## src/rtl/renas_ahb_pkg.sv

```systemverilog
// ---------------------------------------------------------------------------
// renas_ahb_pkg
// Shared AHB-lite bus types used by the AHB matrix and its slave peripherals.
//   mas_send_type : master-to-slave signals (address phase plus write data)
//   slv_send_type : slave-to-master response signals
// ---------------------------------------------------------------------------
package renas_ahb_pkg;

  localparam logic [1:0] HTRANS_IDLE   = 2'b00;
  localparam logic [1:0] HTRANS_BUSY   = 2'b01;
  localparam logic [1:0] HTRANS_NONSEQ = 2'b10;
  localparam logic [1:0] HTRANS_SEQ    = 2'b11;

  localparam logic HRESP_OKAY  = 1'b0;
  localparam logic HRESP_ERROR = 1'b1;

  typedef struct packed {
    logic [31:0] haddr;
    logic        hwrite;
    logic [2:0]  hsize;
    logic [1:0]  htrans;
    logic [31:0] hwdata;
  } mas_send_type;

  typedef struct packed {
    logic [31:0] hrdata;
    logic        hreadyout;
    logic        hresp;
  } slv_send_type;

endpackage

```

## src/rtl/renas_peri_pkg.sv

```systemverilog
// ---------------------------------------------------------------------------
// renas_peri_pkg
// Constants shared by the renas AHB peripherals: register word offsets,
// CTRL/STATUS bit positions and the two-cycle ERROR response state enum.
// ---------------------------------------------------------------------------
package renas_peri_pkg;

  // Word offsets, i.e. haddr[4:2]
  localparam logic [2:0] OFS_CTRL   = 3'd0;
  localparam logic [2:0] OFS_LOAD   = 3'd1;
  localparam logic [2:0] OFS_COUNT  = 3'd2;
  localparam logic [2:0] OFS_STATUS = 3'd3;
  localparam logic [2:0] OFS_PRESC  = 3'd4;

  // CTRL bit positions
  localparam int CTRL_EN          = 0;
  localparam int CTRL_IRQ_EN      = 1;
  localparam int CTRL_AUTO_RELOAD = 2;

  // STATUS bit positions
  localparam int STATUS_EXPIRED = 0;

  localparam int PRESC_W = 16;

  // Only full-word accesses are supported by the peripheral register banks
  localparam logic [2:0] HSIZE_WORD = 3'b010;

  typedef enum logic [1:0] {
    ST_IDLE = 2'd0,
    ST_ERR1 = 2'd1,
    ST_ERR2 = 2'd2
  } err_state_t;

endpackage

```

## src/rtl/renas_ahb_slv_itf.sv

```systemverilog
// ---------------------------------------------------------------------------
// renas_ahb_slv_itf
// Generic AHB-lite slave front end for small register-bank peripherals.
// Captures accepted address phases into data-phase registers, checks each
// transfer for decode errors and runs the two-cycle ERROR response.
//
// Parameters
//   ADDR_W   decoded address bits inside the peripheral region (< 32)
//   REG_MAP  bit n set = word offset n is implemented
// Ports
//   hclk, hreset_n   clock, synchronous active-low reset
//   hsel, hready_in  slave select and bus-level HREADY
//   slave_in         master-side bus signals
//   dp_valid         a decode-clean transfer is in its data phase
//   dp_write         that transfer is a write
//   dp_offset        its word offset
//   hreadyout, hresp registered slave response
// ---------------------------------------------------------------------------
module renas_ahb_slv_itf
  import renas_ahb_pkg::*;
  import renas_peri_pkg::*;
#(
  parameter int         ADDR_W  = 12,
  parameter logic [7:0] REG_MAP = 8'h0F
) (
  input  logic         hclk,
  input  logic         hreset_n,
  input  logic         hsel,
  input  logic         hready_in,
  input  mas_send_type slave_in,
  output logic         dp_valid,
  output logic         dp_write,
  output logic [2:0]   dp_offset,
  output logic         hreadyout,
  output logic         hresp
);

  logic       addr_accept;
  logic       addr_err;
  logic [2:0] addr_offset;
  err_state_t err_state;

  // Write data and the address bits above the region are handled elsewhere
  logic unused_itf;
  assign unused_itf = ^{slave_in.haddr[31:ADDR_W], slave_in.htrans[0], slave_in.hwdata};

  assign addr_accept = hsel & slave_in.htrans[1] & hready_in;
  assign addr_offset = slave_in.haddr[4:2];

  assign addr_err = (slave_in.hsize != HSIZE_WORD)
                  | (slave_in.haddr[1:0] != 2'b00)
                  | (slave_in.haddr[ADDR_W-1:5] != '0)
                  | ~REG_MAP[addr_offset];

  // Errored transfers never raise dp_valid, so they cannot touch the
  // register bank. ERR2 behaves like IDLE for a new address phase, which
  // lets a master issue its next transfer in the second error cycle.
  always_ff @(posedge hclk) begin
    if (!hreset_n) begin
      err_state <= ST_IDLE;
      hreadyout <= 1'b1;
      hresp     <= HRESP_OKAY;
      dp_valid  <= 1'b0;
      dp_write  <= 1'b0;
      dp_offset <= '0;
    end else begin
      dp_valid <= addr_accept & ~addr_err;
      if (addr_accept) begin
        dp_write  <= slave_in.hwrite;
        dp_offset <= addr_offset;
      end
      case (err_state)
        ST_IDLE, ST_ERR2: begin
          if (addr_accept && addr_err) begin
            err_state <= ST_ERR1;
            hreadyout <= 1'b0;
            hresp     <= HRESP_ERROR;
          end else begin
            err_state <= ST_IDLE;
            hreadyout <= 1'b1;
            hresp     <= HRESP_OKAY;
          end
        end
        ST_ERR1: begin
          err_state <= ST_ERR2;
          hreadyout <= 1'b1;
          hresp     <= HRESP_ERROR;
        end
        default: begin
          err_state <= ST_IDLE;
          hreadyout <= 1'b1;
          hresp     <= HRESP_OKAY;
        end
      endcase
    end
  end

endmodule

```

## src/rtl/renas_ahb_timer.sv

```systemverilog
// ---------------------------------------------------------------------------
// renas_ahb_timer
// AHB-lite peripheral timer: 32-bit down-counter with optional auto-reload,
// sticky expiry flag and level interrupt.
//
// Register map (word offset haddr[4:2]):
//   0 CTRL   RW  [0] en, [1] irq_en, [2] auto_reload
//   1 LOAD   RW  writing also loads COUNT
//   2 COUNT  RO
//   3 STATUS     [0] expired, write-1-to-clear
//   4 PRESC  RW  [15:0], only when RENAS_TIMER_PRESCALER_EN is defined
//
// Build option: RENAS_TIMER_PRESCALER_EN adds PRESC and a prescaler that
// ticks the counter every PRESC+1 cycles; otherwise it ticks every cycle.
//
// Ports
//   hclk, hreset_n  clock, synchronous active-low reset
//   hsel            peripheral slave select from the matrix
//   hready_in       bus-level HREADY
//   slave_in        master-side bus signals
//   slave_out       hrdata / hreadyout / hresp
//   timer_irq       expired & irq_en
// ---------------------------------------------------------------------------
module renas_ahb_timer
  import renas_ahb_pkg::*;
  import renas_peri_pkg::*;
#(
  parameter int          ADDR_W   = 12,
  parameter logic [31:0] RST_LOAD = 32'hFFFF_FFFF
) (
  input  logic         hclk,
  input  logic         hreset_n,
  input  logic         hsel,
  input  logic         hready_in,
  input  mas_send_type slave_in,
  output slv_send_type slave_out,
  output logic         timer_irq
);

`ifdef RENAS_TIMER_PRESCALER_EN
  localparam logic [7:0] REG_MAP = 8'h1F;
`else
  localparam logic [7:0] REG_MAP = 8'h0F;
`endif

  logic        dp_valid;
  logic        dp_write;
  logic [2:0]  dp_offset;
  logic        itf_hreadyout;
  logic        itf_hresp;

  logic        ctrl_en;
  logic        ctrl_irq_en;
  logic        ctrl_auto_reload;
  logic [31:0] load_q;
  logic [31:0] count_q;
  logic        expired_q;

  logic [31:0] wdata;
  logic        wr_ctrl;
  logic        wr_load;
  logic        wr_status;
  logic        tick;
  logic        expire_evt;
  logic [31:0] rd_data;

  renas_ahb_slv_itf #(
    .ADDR_W  (ADDR_W),
    .REG_MAP (REG_MAP)
  ) u_itf (
    .hclk      (hclk),
    .hreset_n  (hreset_n),
    .hsel      (hsel),
    .hready_in (hready_in),
    .slave_in  (slave_in),
    .dp_valid  (dp_valid),
    .dp_write  (dp_write),
    .dp_offset (dp_offset),
    .hreadyout (itf_hreadyout),
    .hresp     (itf_hresp)
  );

  assign wdata     = slave_in.hwdata;
  assign wr_ctrl   = dp_valid & dp_write & (dp_offset == OFS_CTRL);
  assign wr_load   = dp_valid & dp_write & (dp_offset == OFS_LOAD);
  assign wr_status = dp_valid & dp_write & (dp_offset == OFS_STATUS);

`ifdef RENAS_TIMER_PRESCALER_EN
  logic [PRESC_W-1:0] presc_q;
  logic [PRESC_W-1:0] presc_cnt;
  logic               wr_presc;

  assign wr_presc = dp_valid & dp_write & (dp_offset == OFS_PRESC);
  assign tick     = (presc_cnt == presc_q);

  // Prescaler restarts from 0 whenever the timer is off or PRESC changes,
  // so the first tick after enabling always comes PRESC+1 cycles later.
  always_ff @(posedge hclk) begin
    if (!hreset_n) begin
      presc_q   <= '0;
      presc_cnt <= '0;
    end else begin
      if (wr_presc) begin
        presc_q <= wdata[PRESC_W-1:0];
      end
      if (!ctrl_en || wr_presc || tick) begin
        presc_cnt <= '0;
      end else begin
        presc_cnt <= presc_cnt + 1'b1;
      end
    end
  end
`else
  assign tick = 1'b1;
`endif

  assign expire_evt = ctrl_en & tick & (count_q == 32'd0);

  // Timer core. Priorities on collisions: a LOAD write beats the tick, a
  // CTRL write beats the hardware clear of en, and the hardware set of
  // expired beats a software W1C.
  always_ff @(posedge hclk) begin
    if (!hreset_n) begin
      ctrl_en          <= 1'b0;
      ctrl_irq_en      <= 1'b0;
      ctrl_auto_reload <= 1'b0;
      load_q           <= RST_LOAD;
      count_q          <= RST_LOAD;
      expired_q        <= 1'b0;
    end else begin
      if (wr_ctrl) begin
        ctrl_en          <= wdata[CTRL_EN];
        ctrl_irq_en      <= wdata[CTRL_IRQ_EN];
        ctrl_auto_reload <= wdata[CTRL_AUTO_RELOAD];
      end else if (expire_evt && !ctrl_auto_reload) begin
        ctrl_en <= 1'b0;
      end

      if (wr_load) begin
        load_q  <= wdata;
        count_q <= wdata;
      end else if (ctrl_en && tick) begin
        if (count_q != 32'd0) begin
          count_q <= count_q - 32'd1;
        end else if (ctrl_auto_reload) begin
          count_q <= load_q;
        end
      end

      if (expire_evt) begin
        expired_q <= 1'b1;
      end else if (wr_status && wdata[STATUS_EXPIRED]) begin
        expired_q <= 1'b0;
      end
    end
  end

  // Read data is driven only during a clean read data phase
  always_comb begin
    rd_data = '0;
    if (dp_valid && !dp_write) begin
      case (dp_offset)
        OFS_CTRL:   rd_data = {29'd0, ctrl_auto_reload, ctrl_irq_en, ctrl_en};
        OFS_LOAD:   rd_data = load_q;
        OFS_COUNT:  rd_data = count_q;
        OFS_STATUS: rd_data = {31'd0, expired_q};
`ifdef RENAS_TIMER_PRESCALER_EN
        OFS_PRESC:  rd_data = {{(32-PRESC_W){1'b0}}, presc_q};
`endif
        default:    rd_data = '0;
      endcase
    end
  end

  assign slave_out = '{hrdata: rd_data, hreadyout: itf_hreadyout, hresp: itf_hresp};
  assign timer_irq = expired_q & ctrl_irq_en;

endmodule
```

## config.mk

```make
export PLATFORM = sky130hd
export DESIGN_NAME = renas_ahb_timer
export DESIGN_NICKNAME = d
export VERILOG_FILES = /design/src/rtl/renas_ahb_pkg.sv /design/src/rtl/renas_peri_pkg.sv /design/src/rtl/renas_ahb_slv_itf.sv /design/src/rtl/renas_ahb_timer.sv
export SDC_FILE = /design/constraint.sdc
export NUM_CORES = 1
export LEC_CHECK = 0
export ABC_AREA = 0
export CORE_MARGIN = 4
export CORE_UTILIZATION = 38
export CTS_CLUSTER_DIAMETER = 50
export DETAILED_ROUTE_END_ITERATION = 10
export HOLD_SLACK_MARGIN = 0.05
export PLACE_DENSITY = 0.68
export SLEW_MARGIN = 20
export SYNTH_ARGS = -nofsm -noshare
export SYNTH_HDL_FRONTEND = slang
export SYNTH_SLANG_ARGS = --single-unit
```

## constraint.sdc

```tcl
create_clock -name hclk -period 3.4 [get_ports hclk]
set_input_delay 0.68 -clock hclk [delete_from_list [all_inputs] [get_ports hclk]]
set_output_delay 0.68 -clock hclk [all_outputs]
set_load 0.02 [all_outputs]
```

==> results.yml <==
routing:
  drc: 0
  drtPass1Iterations: 5
  routed_wl_mm: 13.0
  wl_per_cell_um: 16.8
  vias_per_cell: 5.77
  vias: 4484
  drt-initial-drc-count: 300
  drtAntennaViolNets: 0
global_route:
  grt_pass1_wl_mm: 21.8
  grt_usage: 0.198
  first_global_vias: 4350
  gr-total-overflow: 0
  antenna_found_initial: 0
  grt_start_max_net_pins: 48
floorplanning:
  start_util: 0.387
  die_x_um: 116
  ioPinCount: 109
  core_um2: 11400
  die-area_um2: 13400
  die_h_um: 116
  rows: 39
finish:
  final_area_um2: 5640
  multi_input_area_um2: 2620
  nets: 705
  regArea_um2: 1540
  most-common-layout-cells: "clkdlybuf4s50_1, nand2_1, dfxtp_1"
  final_common_cell: "clkdlybuf4s50_1"
  utilization: 0.496
  fillers: 1103
  n_antenna_cell: 0
  syn_to_final_growth_pct: 28.3
  drive_above_1_share: 0.0820
worst_setup_path:
  worst_setup_path_end_kind: "output pin"
  path_max_fanout: 29
  arrival_ns: 2.39
  start_kind: "register"
  worstPathRequired_ns: 2.72
  critical_path_class: "register to output pin"
logic_synthesis:
  async_flop_share: 0
  synthAdderAreaFrac: 0.00569
  synth_mux_area_frac: 0.0444
  synth_cell_types: 64
  synth.avg_cell_area_um2: 7.79
  synth-seq-area-share: 0.350
  ys_warn_count: 0
  synthesis.area_um2: 4400
  ys_ff_latch: 77
  synthFlopType: "dfxtp_1"
  syn-num-nets: 641
  synth-edff-count: 0
  synthSimpleGateAreaFrac: 0.293
  postSynthCellCount: 565
  synth-xor-area-share: 0.0179
  synth-compound-area-share: 0.232
  synth_top_family_by_area: "simple AND/OR/NAND/NOR gates"
place:
  dp_slack_ns: 0.635
  place.port_buffers: 87
  place.gp.congestion: 0.890
  dp.final_hpwl_mm: 8.95
  placed_cell_area_um2: 5330
clocking:
  clock_latency_ns: 0.33
  cts_made_buffers: 9
  cts_tree: "yes"
  path_clk_slew_ns: 0.06
  clock-sinks: 77
  postCtsSetupBuffers: 0
  h-tree-depth: 3
  clock_path_buffers: 2
  root_buffer: "clkbuf_16"
  holdBufCountCts: 0
  cts_resized: 0
timing:
  post-route-period-util: 0.903
  setup_viol: 0
  holdWs_ns: 0.407
  report.final.slew_viol_count: 0
  worstMarginPinSlew_ns: 0.850
  relSlewSlack: 0.433
  rsz0062_at_grt: "false"
  fmax_ghz: 0.326
  fin_crit_ns: 3.07
  hold_viol: 0
  skew_ns: 0.0104
  setup_tns_ns: 0
  setup_slack_ns: 0.330
flow_run:
  max_cap_viol_count: 0
power_and_ir_drop:
  p_per_area_nw_per_um2: 359
  ir_worst_vdd_v: 0.000319
  leakage_nw: 2.06
hold_path:
  hold_path.class: "register to register"
run_status:
  status: "finished, final reports clean"
-- sequential cells by signal, summed over array words and instances, names as in the netlist --
register	cells
u_itf.hresp	1
ctrl_auto_reload	1
u_itf.dp_offset	3
load_q	32
u_itf.dp_valid	1
ctrl_en	1
ctrl_irq_en	1
u_itf.err_state	2
count_q	32
u_itf.hreadyout	1
u_itf.dp_write	1
expired_q	1
-- area by class of cell --
class                      instances  share of cell area
clock buffer                      10              0.0423
clock inverter                     6              0.0126
inverter                           7             0.00466
multi-input combinational        433               0.464
sequential                        77               0.273
tap                              143              0.0317
timing repair buffer             101               0.172
-- critical path, stage by stage (launching register included) --
cell and delay (ns):
dfxtp_1 0.51, nor3b_2 0.23, buf_4 0.39, a22oi_1 0.18, nor2_1 0.12, clkdlybuf4s50_1 0.62
-- stage by stage --
step                      power [W]  std cells
after global placement      0.00106        761
after detailed placement    0.00106        761
after CTS                   0.00203        777
after floorplan            0.000979        565
after global routing        0.00208        777
final                       0.00203        777
-- power breakdown --
part	leakage [nW]	internal (W)	total [W]	switching (W)
combinational	1.30	0.0000785	0.000129	0.0000501
sequential	0.623	0.000905	0.000908	0.00000350
clock	0.145	0.000594	0.000989	0.000395
total	2.06	0.00158	0.00203	0.000449
-- cells by family (layout without fill, tap and decap cells) --
kind of cell | count (synthesis) | after routing
DFF | 77 | 77
adders and majority gates | 2 | 2
and+or+nand+nor | 261 | 261
buffers and inverters | 55 | 124
muxes | 18 | 18
AOI/OAI and AO/OA | 143 | 143
xor gates and xnor gates | 9 | 9
-- layer usage --
layer  GRT usage  up-vias  routed length [µm]
met4      0.0516        0                 148
met2       0.333      156                6260
li1            -     2183                   -
met1       0.265     2129                5850
met3      0.0308       16                 768
met5           0        -                   0
-- worst paths after layout --
| kind | startpoint | endpoint | slack (ns) | cells past startpoint |
|---|---|---|---|---|
| worst max register to register | count_q[4]$_SDFFE_PN1P_ | count_q[24]$_SDFFE_PN1P_ | 0.60 | 7 |
| worst min-delay path | u_itf.err_state[1]$_SDFF_PN0_ | u_itf.err_state[1]$_SDFF_PN0_ | 0.41 | 1 |
| worst max-delay path | u_itf.dp_offset[1]$_SDFFE_PN0P_ | slave_out[13] | 0.33 | 5 |
| worst min register to register | u_itf.err_state[1]$_SDFF_PN0_ | u_itf.err_state[1]$_SDFF_PN0_ | 0.41 | 1 |
-- cells in the mapped netlist (4+ instances only) --
library cell / n / area, µm²
o21ai_0: 27 / 135
or3_1: 14 / 87.6
nand3_1: 20 / 100
xor2_1: 7 / 61.3
dfxtp_1: 77 / 1540
a22oi_1: 30 / 225
buf_4: 4 / 30.0
o211ai_1: 10 / 75.1
nor4_1: 13 / 81.3
a221oi_1: 6 / 52.6
buf_2: 6 / 30.0
inv_1: 7 / 26.3
nor2_1: 65 / 244
nor3_1: 11 / 55.1
a21oi_1: 16 / 80.1
nand4_1: 9 / 56.3
nand2_1: 83 / 312
a21boi_0: 10 / 75.1
nor2b_1: 10 / 62.6
buf_1: 4 / 15.0
a21o_1: 10 / 75.1
a31oi_1: 5 / 31.3
or4_1: 5 / 37.5
mux2i_1: 15 / 150
clkbuf_1: 31 / 116
a221o_1: 5 / 50.1
o21ai_1: 4 / 20.0
Note: power is estimated with default switching activity, not from simulation.
